[src/rtl/adder_controller_if.sv]
// Keypad key stream and adder operand/handshake bus shared by adder_controller and its peers.
interface adder_controller_if;
   logic        key_valid;
   logic [3:0]  key_code;
   logic [11:0] number1;
   logic [11:0] number2;
   logic        add_enable;
   logic [11:0] sum_result;
   logic        sum_state;

   modport master (
      input  key_valid, key_code, sum_result, sum_state,
      output number1, number2, add_enable
   );

   modport slave (
      output key_valid, key_code, sum_result, sum_state,
      input  number1, number2, add_enable
   );
endinterface

[src/rtl/adder_controller.sv]
// Keypad-driven operand builder and adder sequencer with timeout on the adder done strobe.
// Optional running-total chaining ('+' in DONE) is enabled by defining ADDER_CTRL_CHAIN_EN.
//
// state     | meaning
// ENTER_A   | accumulating digits of operand A
// ENTER_B   | accumulating digits of operand B
// ADD       | one-cycle adder enable pulse
// WAIT      | waiting for sum_state, timeout counter running
// DONE      | result (or error) held for display
module adder_controller #(
   parameter int unsigned TIMEOUT_CYCLES = 8
) (
   input  logic              clk,
   input  logic              reset,
   adder_controller_if.master bus,
   output logic [11:0]       result,
   output logic              result_valid,
   output logic              error,
   output logic              busy,
   output logic              entry_sel,
   output logic [1:0]        digit_count
);

   typedef enum logic [2:0] {
      S_ENTER_A,
      S_ENTER_B,
      S_ADD,
      S_WAIT,
      S_DONE
   } state_t;

   localparam logic [7:0] TMR_LOAD = 8'(TIMEOUT_CYCLES - 1);

   state_t      state_q, state_d;
   logic [11:0] num1_q, num1_d;
   logic [11:0] num2_q, num2_d;
   logic [11:0] result_q, result_d;
   logic        valid_q, valid_d;
   logic        error_q, error_d;
   logic [1:0]  dcnt_q, dcnt_d;
   logic [7:0]  tmr_q, tmr_d;

   logic        is_digit, is_plus, is_eq, is_clr;
   logic [11:0] digit_ext;

   always_ff @(posedge clk or negedge reset) begin
      if (!reset) begin
         state_q  <= S_ENTER_A;
         num1_q   <= '0;
         num2_q   <= '0;
         result_q <= '0;
         valid_q  <= 1'b0;
         error_q  <= 1'b0;
         dcnt_q   <= '0;
         tmr_q    <= '0;
      end else begin
         state_q  <= state_d;
         num1_q   <= num1_d;
         num2_q   <= num2_d;
         result_q <= result_d;
         valid_q  <= valid_d;
         error_q  <= error_d;
         dcnt_q   <= dcnt_d;
         tmr_q    <= tmr_d;
      end
   end

   always_comb begin
      state_d   = state_q;
      num1_d    = num1_q;
      num2_d    = num2_q;
      result_d  = result_q;
      valid_d   = valid_q;
      error_d   = error_q;
      dcnt_d    = dcnt_q;
      tmr_d     = tmr_q;

      is_digit  = bus.key_valid && (bus.key_code <= 4'd9);
      is_plus   = bus.key_valid && (bus.key_code == 4'hA);
      is_eq     = bus.key_valid && (bus.key_code == 4'hB);
      is_clr    = bus.key_valid && (bus.key_code == 4'hC);
      digit_ext = {8'd0, bus.key_code};

      case (state_q)
         S_ENTER_A: begin
            if (is_digit && dcnt_q != 2'd3) begin
               num1_d = num1_q * 12'd10 + digit_ext;
               dcnt_d = dcnt_q + 2'd1;
            end else if (is_plus) begin
               state_d = S_ENTER_B;
               dcnt_d  = '0;
            end
         end
         S_ENTER_B: begin
            if (is_digit && dcnt_q != 2'd3) begin
               num2_d = num2_q * 12'd10 + digit_ext;
               dcnt_d = dcnt_q + 2'd1;
            end else if (is_eq) begin
               state_d = S_ADD;
            end
         end
         S_ADD: begin
            state_d = S_WAIT;
            tmr_d   = TMR_LOAD;
         end
         S_WAIT: begin
            // The done strobe wins over a timeout landing on the same edge.
            if (bus.sum_state) begin
               result_d = bus.sum_result;
               valid_d  = 1'b1;
               state_d  = S_DONE;
            end else if (tmr_q == 8'd0) begin
               error_d  = 1'b1;
               result_d = '0;
               state_d  = S_DONE;
            end else begin
               tmr_d = tmr_q - 8'd1;
            end
         end
         S_DONE: begin
            if (is_digit) begin
               num1_d  = digit_ext;
               num2_d  = '0;
               valid_d = 1'b0;
               error_d = 1'b0;
               dcnt_d  = 2'd1;
               state_d = S_ENTER_A;
            end
`ifdef ADDER_CTRL_CHAIN_EN
            else if (is_plus && !error_q) begin
               num1_d  = result_q;
               num2_d  = '0;
               valid_d = 1'b0;
               dcnt_d  = '0;
               state_d = S_ENTER_B;
            end
`endif
         end
         default: state_d = S_ENTER_A;
      endcase

      if (is_clr) begin
         num1_d   = '0;
         num2_d   = '0;
         result_d = '0;
         valid_d  = 1'b0;
         error_d  = 1'b0;
         dcnt_d   = '0;
         state_d  = S_ENTER_A;
      end
   end

   assign bus.number1    = num1_q;
   assign bus.number2    = num2_q;
   assign bus.add_enable = (state_q == S_ADD);
   assign result         = result_q;
   assign result_valid   = valid_q;
   assign error          = error_q;
   assign busy           = (state_q == S_ADD) || (state_q == S_WAIT);
   assign entry_sel      = (state_q == S_ENTER_B);
   assign digit_count    = dcnt_q;

endmodule

[src/flat_wrapper.sv]
// flat-port wrapper written by rule: the top's interface ports become plain ports
module adder_controller_flat 
#(
   parameter int unsigned TIMEOUT_CYCLES = 8
)
  (clk, reset, result, result_valid, error, busy, entry_sel, digit_count, bus_key_valid, bus_key_code, bus_sum_result, bus_sum_state, bus_number1, bus_number2, bus_add_enable);
  adder_controller_if bus_i ();
  input  logic clk;
  input  logic reset;
  output logic [11:0] result;
  output logic result_valid;
  output logic error;
  output logic busy;
  output logic entry_sel;
  output logic [1:0] digit_count;
  input wire logic [$bits(bus_i.key_valid)-1:0] bus_key_valid;
  input wire logic [$bits(bus_i.key_code)-1:0] bus_key_code;
  input wire logic [$bits(bus_i.sum_result)-1:0] bus_sum_result;
  input wire logic [$bits(bus_i.sum_state)-1:0] bus_sum_state;
  output wire logic [$bits(bus_i.number1)-1:0] bus_number1;
  output wire logic [$bits(bus_i.number2)-1:0] bus_number2;
  output wire logic [$bits(bus_i.add_enable)-1:0] bus_add_enable;
  assign bus_i.key_valid = bus_key_valid;
  assign bus_i.key_code = bus_key_code;
  assign bus_i.sum_result = bus_sum_result;
  assign bus_i.sum_state = bus_sum_state;
  assign bus_number1 = bus_i.number1;
  assign bus_number2 = bus_i.number2;
  assign bus_add_enable = bus_i.add_enable;
  adder_controller #(.TIMEOUT_CYCLES(TIMEOUT_CYCLES)) u_core (.clk(clk), .reset(reset), .bus(bus_i), .result(result), .result_valid(result_valid), .error(error), .busy(busy), .entry_sel(entry_sel), .digit_count(digit_count));
endmodule
[config.mk]
export PLATFORM = sky130hd
export DESIGN_NAME = adder_controller_flat
export DESIGN_NICKNAME = d
export VERILOG_FILES = /design/src/rtl/adder_controller_if.sv /design/src/rtl/adder_controller.sv /design/src/flat_wrapper.sv
export SDC_FILE = /design/constraint.sdc
export NUM_CORES = 1
export LEC_CHECK = 0
export CAP_MARGIN = 40
export CORE_ASPECT_RATIO = 0.9
export CORE_MARGIN = 2
export CORE_UTILIZATION = 58
export CTS_CLUSTER_DIAMETER = 150
export CTS_CLUSTER_SIZE = 8
export DETAILED_ROUTE_END_ITERATION = 12
export PLACE_DENSITY = 0.94
export SYNTH_ARGS = -nofsm -noshare
export SYNTH_HDL_FRONTEND = slang
export SYNTH_SLANG_ARGS = --single-unit
[constraint.sdc]
create_clock -name clk -period 7.4 [get_ports clk]
set_input_delay 1.85 -clock clk [delete_from_list [all_inputs] [get_ports clk]]
set_output_delay 1.85 -clock clk [all_outputs]
set_load 0.01 [all_outputs]
==> flow_summary.json <==
{
  "met2_usage_pct": 47.20,
  "cap_violations": 0,
  "end_kind": "flip-flop",
  "syn_area_mm2": 0.003627,
  "worst-endpoint-required_ps": 7630,
  "grt_pass1_wl_um": 15000,
  "vias": 3259,
  "critical_path_class": "in -> reg",
  "p_per_area_mw_per_mm2": 464.3,
  "core_area_mm2": 0.006081,
  "synth_edf_count": 0,
  "fmax_ghz": 0.2258,
  "synth_top_area_share_pct": 35.18,
  "tightestPinTransition_ps": 847.9,
  "insertedDiodeCount": 0,
  "crit_slowest_cell": "clkdlybuf4s50_1",
  "skew_ps": 16.31,
  "rsz0062_at_grt": "no",
  "cp_cell_sequence": "clkdlybuf4s50_1, ha_1, inv_1, fa_1, nor2b_1, o21ai_0, nor4b_1, and4b_1, xnor3_1, o21ai_1",
  "ant_nets": 0,
  "drc": 0,
  "grtUsageMet3_pct": 4.678,
  "post_cts_resized": 0,
  "top_usage_layer": "met2",
  "period_minus_slack_ps": 4429,
  "routed_wl_um": 8828,
  "clockRootBuffer": "clkbuf_8",
  "syn_inst": 397,
  "ys_async_sr_fraction_pct": 100.0,
  "place_hpwl_um": 6646,
  "postCtsSetupBuffers": 0,
  "path_clk_slew_ps": 110,
  "synth_warnings": 0,
  "clk_path_buf_depth": 2,
  "timing.final.crit_share_pct": 59.85,
  "die_y_um": 79.02,
  "overflow": 0,
  "cts_made_buffers": 5,
  "cp-start-kind": "input pin",
  "min_from": "u_core.result[8]$_DFFE_PN0P_",
  "synth.most_common_cell": "nand2_1",
  "synth_ff_type": "dfrtp_1",
  "wl_per_cell_um": 16.56,
  "ys_seq_area_share_pct": 35.18,
  "syn_to_final_growth_pct": 21.73,
  "holdPathStages": 2,
  "slew_viol_final": 0,
  "avgSynthCellArea_um2": 9.137,
  "ctsHtreeMaxLevel": 2,
  "synth_area_leader_cell": "dfrtp_1",
  "rr_endpoint": "u_core.bus.number2[11]$_DFFE_PN0P_",
  "r2r_start": "u_core.bus.number2[1]$_DFFE_PN0P_",
  "synth_nets": 460,
  "setup_viol": 0,
  "gp_congestion": 0.8933,
  "cp_max_fo": 9,
  "drive_gt1_share_pct": 5.206,
  "grt_antenna_before_repair": 0,
  "outcome": "completed",
  "ir_worst_vdd_mv": 0.2096,
  "synth.area.top_cells": "dfrtp_1, ha_1, nand2_1, xnor2_1, nor2_1",
  "first_pass_iters": 5,
  "grt_util_met1_pct": 35.19,
  "num_io_pins": 63,
  "ys_types": 61,
  "clock_latency_ps": 320,
  "initial_core_util_pct": 59.65,
  "drtIter0Drc": 231,
  "ctsHoldBuffers": 0,
  "p_leak_nw": 1.995,
  "design_power_total_mw": 2.050,
  "cts_tree": "built",
  "ys_seq_elements": 51,
  "gr-usage-all-layers_pct": 27.12,
  "vias_per_cell": 6.114,
  "finalSetupTns_ps": 0,
  "max_slew_margin_pct": 43.00,
  "final_hold_viol_count": 0,
  "reg2reg_slack_ps": 4070,
  "hp-class": "reg -> reg",
  "synth_common_cells": "nand2_1, dfrtp_1, ha_1, nor2_1, o21ai_1",
  "critPathArrivalTime_ps": 4660,
  "port_buffers": 62,
  "layout.nets": 523,
  "whs_ps": 496.5,
  "die_x_um": 87.36,
  "numClockSinks": 51,
  "fp.dieArea_mm2": 0.006903,
  "grt_pass1_vias": 3226,
  "row_count": 27,
  "cpPeakStageDelay_ps": 640,
  "grt_max_degree": 52,
  "worst_r2r_path_depth": 9,
  "holdPathEnd": "u_core.result[8]$_DFFE_PN0P_"
}
-- registers in the layout, indices dropped and copies added (netlist names) --
| signal | count |
|---|---|
| u_core.error | 1 |
| u_core.result_valid | 1 |
| u_core.digit_count | 2 |
| u_core.state_q | 3 |
| u_core.result | 12 |
| u_core.bus.number2 | 12 |
| u_core.tmr_q | 8 |
| u_core.bus.number1 | 12 |
-- worst max path at each step --
stage                    startpoint                                  to  slack (ps)  cells after the start
floorplan           bus_key_code[1]  u_core.bus.number1[11]$_DFFE_PN0P_        3730                      9
global placement    bus_key_code[1]  u_core.bus.number1[11]$_DFFE_PN0P_        2880                     10
detailed placement  bus_key_code[1]  u_core.bus.number1[11]$_DFFE_PN0P_        2730                     10
CTS                 bus_key_code[1]  u_core.bus.number1[11]$_DFFE_PN0P_        3000                     10
global route        bus_key_code[1]  u_core.bus.number1[11]$_DFFE_PN0P_        2730                     10
finish              bus_key_code[1]  u_core.bus.number1[11]$_DFFE_PN0P_        2970                     10
-- power breakdown --
group          total [mW]  switching [mW]  internal (mW)
combinational        1.37           0.725          0.647
clock               0.174           0.104         0.0699
sequential          0.505           0.118          0.387
-- worst max-delay path, delay by kind of cell --
kind | cells | cell delay (ps)
AOI/OAI and AO/OA | 2 | 330
xor gates and xnor gates | 1 | 320
adders and majority gates | 2 | 650
buffers and inverters | 2 | 700
and+or+nand+nor | 3 | 810
-- final cells by class --
type,count,area (µm²)
inverters,14,52.55
fillers,432,1665
multi-input cells,322,2256
well taps,72,90.09
clock buffers,5,68.82
repair buffers,66,645.6
flip-flops and latches,51,1276
clock inverters,3,26.28
-- layout by cell type, fill, tap and decap left out, drive strengths merged, types with 9 or more instances in the layout --
cell type / n
nor2: 34
o21ai: 43
clkdlybuf4s50: 61
xor2: 9
xnor2: 16
ha: 39
nor3: 9
a21oi: 14
dfrtp: 51
inv: 16
nand2: 64
-- metal layers --
| layer | vias to the layer above | wire (µm) |
|---|---|---|
| li1 | 1557 | - |
| met1 | 1581 | 3722 |
| met2 | 109 | 4567 |
| met3 | 12 | 443 |
| met4 | 0 | 95 |
| met5 | - | 0 |
-- kinds of logic (layout without fill, tap and decap cells) --
kind of cell	Yosys count	count (layout)	synth area share (%)
flops	51	51	35.18
compound gates	99	99	17.70
buf+inv	24	88	2.621
xor+xnor	27	27	7.278
mux	6	6	1.725
simple gates	147	147	19.83
fa+ha+maj	43	43	15.66
-- per-stage QoR --
step / setup slack [ps] / instance area [µm²] / cells / utilization (%)
floorplan: 3728 / 3627 / 397 / -
global placement: 2882 / 4305 / 523 / 70.80
detailed placement: 2730 / 4320 / 525 / 71.05
CTS: 3004 / 4415 / 533 / 72.61
global route: 2729 / 4415 / 533 / 72.61
finish: 2971 / 4415 / 533 / 72.61
No activity file was read; power rests on OpenSTA's default activity.
